## src/rtl/lfsr_gen.sv

```systemverilog
// lfsr_gen: parametrised Fibonacci/Galois LFSR with run-time seed load,
// step enable, all-zero load guard and a period-complete pulse.
module lfsr_gen #(
    parameter int               WIDTH    = 8,
    parameter logic [WIDTH-1:0] FIB_TAPS = 8'hB8,
    parameter logic [WIDTH-1:0] GAL_POLY = 8'h71,
    parameter logic [WIDTH-1:0] SEED     = 8'h01
) (
    input  logic             clk,
    input  logic             rst,
    input  logic             en,
    input  logic             mode,
    input  logic             load,
    input  logic [WIDTH-1:0] seed_in,
    output logic [WIDTH-1:0] q,
    output logic             sout,
    output logic             period_done,
    output logic             lockup
);

    // Reference point for period detection: last accepted seed, or SEED.
    logic [WIDTH-1:0] ref_seed;
    logic [WIDTH-1:0] q_next;

    // Fibonacci feedback bit: parity of the tapped state bits.
    function automatic logic fib_fb(input logic [WIDTH-1:0] s);
        return ^(s & FIB_TAPS);
    endfunction

    // Galois next state: shift left, fold the polynomial in when the MSB falls out.
    function automatic logic [WIDTH-1:0] gal_next(input logic [WIDTH-1:0] s);
        return {s[WIDTH-2:0], 1'b0} ^ (s[WIDTH-1] ? GAL_POLY : '0);
    endfunction

    // Next-state selection; mode is looked at only when a step is taken.
    always_comb begin
        q_next = '0;
        if (mode) q_next = gal_next(q);
        else      q_next = {q[WIDTH-2:0], fib_fb(q)};
    end

    // State, reference seed and the two registered one-cycle pulses.
    always_ff @(posedge clk or negedge rst) begin
        if (!rst) begin
            q           <= SEED;
            ref_seed    <= SEED;
            period_done <= 1'b0;
            lockup      <= 1'b0;
        end else begin
            period_done <= 1'b0;
            lockup      <= 1'b0;
            if (load) begin
                // An all-zero load would freeze the register; fall back to SEED instead.
                if (seed_in != '0) begin
                    q        <= seed_in;
                    ref_seed <= seed_in;
                end else begin
                    q        <= SEED;
                    ref_seed <= SEED;
                    lockup   <= 1'b1;
                end
            end else if (en) begin
                q           <= q_next;
                period_done <= (q_next == ref_seed);
            end
        end
    end

    assign sout = q[WIDTH-1];

endmodule

```

## config.mk

```make
export PLATFORM = sky130hd
export DESIGN_NAME = lfsr_gen
export DESIGN_NICKNAME = d
export VERILOG_FILES = /design/src/rtl/lfsr_gen.sv
export SDC_FILE = /design/constraint.sdc
export NUM_CORES = 1
export LEC_CHECK = 0
export BUFFER_PORTS_ARGS = -buffer_cell sky130_fd_sc_hd__buf_2
export CAP_MARGIN = 25
export CORE_MARGIN = 2
export CORE_UTILIZATION = 25
export CTS_BUF_LIST = sky130_fd_sc_hd__clkbuf_8 sky130_fd_sc_hd__clkbuf_16
export CTS_CLUSTER_SIZE = 14
export DETAILED_ROUTE_END_ITERATION = 10
export GPL_ROUTABILITY_DRIVEN = 0
export GPL_TIMING_DRIVEN = 0
export PLACE_DENSITY = 0.54
export RECOVER_POWER = 100
export SLEW_MARGIN = 5
export SYNTH_ARGS = -nofsm -noshare
export SYNTH_HDL_FRONTEND = slang
export SYNTH_SLANG_ARGS = --single-unit
```

## constraint.sdc

```tcl
create_clock -name clk -period 2 [get_ports clk]
set_input_delay 0.1 -clock clk [delete_from_list [all_inputs] [get_ports clk]]
set_output_delay 0.1 -clock clk [all_outputs]
set_load 0.03 [all_outputs]
```

==> run_results.csv, run 1 <==
group,metric,value,unit
final_layout,multiInputGateArea,412.9,sq um
yosys,synth_area_leaders,"dfrtp_1, o21ai_0, xnor2_1, mux2i_1, dfstp_2",
placed_design,dp_hpwl,1.463,mm
yosys,yosysTopAreaCell,"dfrtp_1",
timing,hold_viol,0,
floorplan,ioPinCount,24,
global_routing,track_usage,9.877,%
hold_path,min_path_cells,3,
global_routing,grt_max_degree,19,
timing,rsz0062_at_grt,"no",
final_layout,drive_above_1_share,15.18,%
yosys,synth_fp_nets,99,
run_status,outcome,"finished, final reports clean",
critical_path,worstSetupEndpointType,"register",
routing,via_per_inst,4.316,
clocking,cts_root_buffer,"clkbuf_8",
power,p_sw_share,29.38,%
critical_path,crit_family,"simple AND/OR/NAND/NOR gates",
timing,setup_ws,346.7,ps
power,seqPwrFrac,46.2,%
clocking,cts_buffer_depth,2,
timing,fin_crit_sh,82.67,%
routing,route.detailed.drc,0,
yosys,synth_edf_count,0,
global_routing,grt-ovfl-total,0,
routing,wl,1.870,mm
critical_path,crit_fanout,6,
routing,dr.pass1.iters,4,
yosys,mappedNetlistArea,914.6,sq um
timing,setup_viol,0,
clocking,cts_tree,"done",
power,power_density,844.4,nW/um^2
yosys,async_flop_share,100.0,%
placed_design,preCtsSetupSlack,335.3,ps
yosys,synth_cell_type_count,24,
power,ir_drop,0.3540,mV
critical_path,cp_slowest_cell,"dfrtp_1",
global_routing,grt_pass1_vias,673,
power,p_clk_share,30.5,%
global_routing,antenna_found_initial,0,
clocking,cts_buffers,3,
final_layout,fill_cells,384,
power,internal-power,672.3,uW
floorplan,start_util,26.78,%
clocking,cts-resized-gates,0,
routing,first_iter_violations,3,
critical_path,cp-start-kind,"register",
final_layout,finalNonFillerCells,158,
timing,worst_pin_slew,958.4,ps
hold_path,min_path_type,"in -> reg",
routing,num_vias,682,
yosys,synth_compound_area_share,11.90,%
power,p_sw,279.7,uW
timing,slew-limit-headroom,36.11,%
floorplan,die_h,64.49,um
clocking,insertion_delay,250,ps
clocking,cts_max_level,1,
critical_path,rr_worst_depth,4,
critical_path,max_stage_delay,470,ps
placed_design,placed_cells,153,
timing,fin_worst_skew,3.584,ps
clocking,clk_pin_slew_worst_paths,70,ps
yosys,synth-xor-area-share,15.46,%
floorplan,dieArea,4158,sq um
critical_path,worstPathArrival,1840,ps
final_layout,regArea,452.9,sq um
yosys,synthCells,86,
yosys,syn_avg_cell_area,10.64,sq um
critical_path,cp.depth,4,
timing,fin_hold_ws,87.95,ps
yosys,ys_warn_count,0,
routing,ant_nets,0,
critical_path,crit_chain,"nand2_1 > or3_1 > a2111oi_2 > and3_1",
yosys,synthFlopType,"dfrtp_1",
final_layout,diodes,0,
floorplan,num_rows,21,
power,p_leak,0.5081,nW
critical_path,cp.required,2190,ps
final_layout,flow.area_growth_from_synthesis,23.26,%
timing,min_period,1653,ps
routing,wl_per_cell,11.84,um
power,comb_power_share,23.4,%
yosys,yosysSeqAreaShare,49.52,%
yosys,synth_top_family_by_area,"XOR/XNOR gates",
floorplan,coreArea,3416,sq um
critical_path,critPathBufInv,0,
clocking,clock-sinks,18,
yosys,synthSimpleGateAreaFrac,9.986,%
yosys,synthAdderAreaFrac,0,%
timing,drv_slew,0,
placed_design,port_buffers,21,
global_routing,grt_pass1_wl,3.194,mm
final_layout,fin_nets,126,
run,maxCapViolCount,0,
yosys,synth_mux_area_share,7.798,%
yosys,yosysTopAreaCellShare,43.78,%
timing,setup_tns,0,ps
floorplan,die_w,64.49,um
timing,max_freq,604.8,MHz
yosys,ys_ff_latch,18,
critical_path,critPathKind,"reg -> reg",
## Yosys cell counts (all sizes together), types with 2 or more instances
cell	instances
clkbuf	4
dfstp	2
mux2i	6
nor2	2
dfrtp	16
nand3	2
xor2	3
o21ai	14
nand2	7
xnor2	8
xnor3	2
nand2b	2
inv	7
## state kept, by name (all words and copies together), names as in the netlist
| name | flops |
|---|---|
| period_done | 1 |
| ref_seed | 8 |
| q | 8 |
| lockup | 1 |
## stage by stage
step	utilization, %	cell area [sq um]	total power [mW]
floorplan	-	914.6	0.6086
global placement	31.54	1077	0.6765
detailed placement	31.54	1077	0.6774
CTS	33.44	1142	0.9692
global route	33.00	1127	1.007
finish	33.00	1127	0.9519
## placed cells by master (no fill, tap or decap), types with 2 or more instances in the layout
master | synthesis | routed
inv_1 | 7 | 7
dfrtp_1 | 16 | 16
clkbuf_1 | 4 | 16
xnor2_1 | 8 | 8
nand3_1 | 2 | 2
buf_2 | 0 | 9
clkbuf_8 | 0 | 4
o21ai_0 | 14 | 14
xnor3_1 | 2 | 2
nand2b_1 | 2 | 2
nor2_1 | 2 | 2
nand2_1 | 7 | 7
mux2i_1 | 6 | 6
xor2_1 | 3 | 3
## worst reg2reg max path: cells and delay by family (launching register included)
family	cells	cell delay, ps
flops	1	470
simple gates	3	830
compound gates	1	300
## timing repair
action | CTS | global route
hold buffers | 1 | 0
hold endpoints to repair | 16 | 0
setup buffers | 0 | 0
## power groups by stage
| stage | logic [mW] | clock network (mW) | registers, mW |
|---|---|---|---|
| floorplan | 0.130 | 0 | 0.479 |
| global placement | 0.230 | 0 | 0.446 |
| detailed placement | 0.230 | 0 | 0.448 |
| CTS | 0.232 | 0.295 | 0.441 |
| global route | 0.245 | 0.314 | 0.447 |
| finish | 0.222 | 0.290 | 0.440 |
## layer usage
layer	GRT usage (%)	wire length [um]	up-vias
met5	0	0	-
met4	3.191	14	0
met3	2.083	90	2
met2	14.71	836	15
met1	14.32	928	321
li1	-	-	344
## area by class of cell
type | instances | share of cell area, %
clock buffers | 4 | 4.883
flip-flops and latches | 18 | 40.18
multi-input cells | 56 | 36.63
inverters | 7 | 2.331
plain buffers | 5 | 1.998
repair buffers | 22 | 8.879
well taps | 46 | 5.105
## path summary, 6_finish.rpt
kind	start	end	slack, ps
worst max-delay path	q[7]$_DFFE_PN0P_	period_done$_DFF_PN0_	350
worst min-delay path	seed_in[1]	q[1]$_DFFE_PN0P_	90
worst max register to register	q[7]$_DFFE_PN0P_	period_done$_DFF_PN0_	350
worst min register to register	ref_seed[0]$_DFFE_PN1P_	ref_seed[0]$_DFFE_PN1P_	480
max in group asynchronous	rst	ref_seed[1]$_DFFE_PN0P_	900
min in group asynchronous	rst	q[7]$_DFFE_PN0P_	520
## cell families (layout without fill, tap and decap cells)
family / Yosys count / count (layout)
AO/OA/AOI/OAI: 18 / 18
XOR/XNOR: 13 / 13
buffers and inverters: 12 / 38
flip-flops: 18 / 18
multiplexers: 7 / 7
AND/OR/NAND/NOR: 18 / 18
Note: power is estimated with default switching activity, not from simulation.
==> inputs of run 2 (changes only) <==
- ABC_AREA: default -> 1
- PLACE_DENSITY: 0.54 -> 0.55
- clock period: 2 -> 1.3 ns (I/O delays scaled with it)
==> run 2 against run 1 <==
Area after synthesis grew 6.3%. Critical endpoint unchanged. Worst setup slack lost 280 ps. Largest power group unchanged. Design area increased by 8.9%. Sequential power rose by 50%. Largest cell class unchanged. First-iteration DRC count rose to 12 times the previous value. Critical path depth rose by 4.
==> run_results.csv, run 2 <==
group,metric,value,unit
run_status,outcome,"finished, final reports clean",
routing,ant_nets,0,
yosys,yosysTopAreaCell,"dfrtp_1",
power,ir_drop,0.4941,mV
placed_design,dp_hpwl,1.751,mm
floorplan,start_util,26.36,%
power,p_sw,487.6,uW
routing,dr.pass1.iters,4,
floorplan,dieArea,4404,sq um
critical_path,rr_worst_depth,8,
floorplan,die_h,66.36,um
clocking,clock-sinks,18,
final_layout,multiInputGateArea,431.7,sq um
timing,hold_viol,0,
power,p_leak,0.6550,nW
clocking,insertion_delay,250,ps
critical_path,cp-start-kind,"register",
timing,setup_viol,0,
power,power_density,1231,nW/um^2
power,seqPwrFrac,43.7,%
final_layout,drive_above_1_share,23.93,%
global_routing,met2_usage,17.75,%
yosys,synthFlopType,"dfrtp_1",
critical_path,worstReg2RegEnd,"period_done$_DFF_PN0_",
timing,fin_worst_skew,2.773,ps
global_routing,grt_pass1_wl,3.843,mm
timing,max_freq,811.3,MHz
critical_path,cp.required,1490,ps
timing,fin_hold_ws,49.17,ps
placed_design,port_buffers,22,
global_routing,grt-ovfl-total,0,
floorplan,coreArea,3689,sq um
critical_path,worstPathArrival,1420,ps
critical_path,crit_chain,"inv_2 > nand2_1 > nand2_1 > nor2_1 > nand3_1 > nor2_2 > nand3_1 > nor2_1",
floorplan,num_rows,22,
final_layout,final_common_cell,"nand2_1",
global_routing,grt_max_degree,19,
power,p_sw_share,32.28,%
timing,slew-limit-headroom,70.04,%
routing,wl,2.248,mm
final_layout,reg.largest.list,"q (8), ref_seed (8)",
yosys,netlist_top_cells_count,"nand2_1, inv_1, dfrtp_1, nor2_1",
final_layout,fin_nets,177,
yosys,syn_avg_cell_area,7.310,sq um
yosys,ys_ff_latch,18,
timing,setup_tns,0,ps
final_layout,fill_cells,417,
clocking,cts_buffer_depth,2,
clocking,cts_root_buffer,"clkbuf_8",
yosys,yosysSeqAreaShare,46.59,%
floorplan,die_w,66.36,um
timing,worst_pin_slew,449.4,ps
yosys,yosys.cell_count.top_type,"nand2_1",
global_routing,antenna_found_initial,0,
final_layout,flow.area_growth_from_synthesis,26.26,%
run,maxCapViolCount,0,
routing,wl_per_cell,10.65,um
critical_path,r2r_slack,70,ps
yosys,ys_warn_count,0,
hold_path,min_path_cells,3,
timing,min_period,1233,ps
routing,num_vias,908,
global_routing,grt_pass1_vias,872,
floorplan,ioPinCount,24,
power,comb_power_share,25.9,%
final_layout,layout_common_cells,"nand2_1, buf_2, dfrtp_1, inv_1, nor2_1",
placed_design,place_area,1142,sq um
routing,route.detailed.drc,0,
hold_path,hold_end,"q[2]$_DFFE_PN0P_",
critical_path,cp_slowest_cell,"dfstp_2",
critical_path,critPathKind,"reg -> reg",
clocking,clk_pin_slew_worst_paths,70,ps
global_routing,gr-usage-met3,2.044,%
critical_path,max_stage_delay,550,ps
final_layout,final_util,33.28,%
yosys,synth_edf_count,0,
critical_path,worstSetupEndpointType,"register",
clocking,cts_buffers,3,
global_routing,track_usage,11.42,%
global_routing,grt-busiest-layer,"met2",
hold_path,hold_start,"seed_in[2]",
yosys,synth_fp_nets,146,
final_layout,diodes,0,
clocking,cts_max_level,1,
power,internal-power,1.023,mW
timing,drv_slew,0,
timing,rsz0062_at_grt,"yes",
critical_path,crit_fanout,3,
yosys,mappedNetlistArea,972.2,sq um
yosys,synthCells,133,
final_layout,regArea,452.9,sq um
yosys,async_flop_share,100.0,%
hold_path,min_path_type,"in -> reg",
routing,via_per_inst,4.303,
yosys,yosysTopAreaCellShare,41.18,%
power,p_clk_share,30.4,%
yosys,synth_cell_type_count,16,
final_layout,final_area,1227,sq um
critical_path,r2r_start,"q[0]$_DFFE_PN1P_",
timing,fin_crit_sh,94.82,%
clocking,cts_tree,"done",
global_routing,grtUsageMet1,15.56,%
yosys,synth_area_leaders,"dfrtp_1, nand2_1, inv_1, o221ai_1, nor2_1",
routing,first_iter_violations,36,
-- run 2: changes by cell type in the layout (fill, tap and decap cells not counted), sizes merged, moves of 2 or more --
cell / change
buf: +11
clkbuf: -9
inv: +13
mux2i: -6
nand2: +46
nand2b: -2
nand3: +5
nor2: +13
o21ai: -8
o221ai: +6
xnor2: -7
xnor3: -2
xor2: -2
-- run 2: stage by stage --
step	power [mW]	cells	setup slack [ps]
after global routing	1.623	211	-36.18
after CTS	1.512	208	28.00
final	1.511	211	67.35
after detailed placement	1.044	203	39.08
after floorplan	0.9275	133	36.25
after global placement	1.042	203	42.86
-- run 2: cells by family after synthesis --
logic type / Yosys count / share of synthesized area, %
compound gates: 15 / 10.68
simple gates: 75 / 30.63
buf+inv: 23 / 9.524
xor+xnor: 2 / 2.575
flops: 18 / 46.59
-- run 2: power by group through the flow --
stage	registers, mW	clock network, mW	logic (mW)
after floorplan	0.724	0	0.204
after global placement	0.672	0	0.370
after detailed placement	0.672	0	0.372
after CTS	0.661	0.475	0.376
after global routing	0.667	0.511	0.445
final	0.660	0.460	0.391
-- run 2: how the worst max path moves through the flow --
stage	slack [ps]	endpoint	depth (start not counted)	startpoint
3_3_place_gp	40	period_done$_DFF_PN0_	8	q[0]$_DFFE_PN1P_
6_report	70	period_done$_DFF_PN0_	8	q[0]$_DFFE_PN1P_
4_1_cts	30	period_done$_DFF_PN0_	8	q[0]$_DFFE_PN1P_
3_5_place_dp	40	period_done$_DFF_PN0_	8	q[0]$_DFFE_PN1P_
5_1_grt	-40	period_done$_DFF_PN0_	8	q[0]$_DFFE_PN1P_
2_1_floorplan	40	period_done$_DFF_PN0_	7	q[7]$_DFFE_PN0P_
-- run 2: worst max-delay path, delay by kind of cell (launching register included) --
| family | cells | cell delay (ps) |
|---|---|---|
| buffers and inverters | 1 | 40 |
| flip-flops | 1 | 550 |
| AND/OR/NAND/NOR | 7 | 570 |
-- run 2: layout make-up --
cell class	count	area share, %
clock buffer	4	4.485
multi-input combinational	92	35.17
timing repair buffer	26	11.01
tap	48	4.893
sequential	18	36.90
buffer	3	1.427
inverter	20	6.116
-- run 2: per-layer routing --
layer | vias to the layer above | share of wire (%)
li1 | 473 | -
met1 | 402 | 51
met2 | 28 | 41
met3 | 5 | 5.5
met4 | 0 | 2.0
met5 | - | 0
-- run 2: timing repair --
item                       4_1_cts  5_1_grt
buffers inserted                 0        3
setup endpoints to repair        0        2
hold endpoints to repair        16        0
hold buffers                     1        0
gates resized for setup          0        6
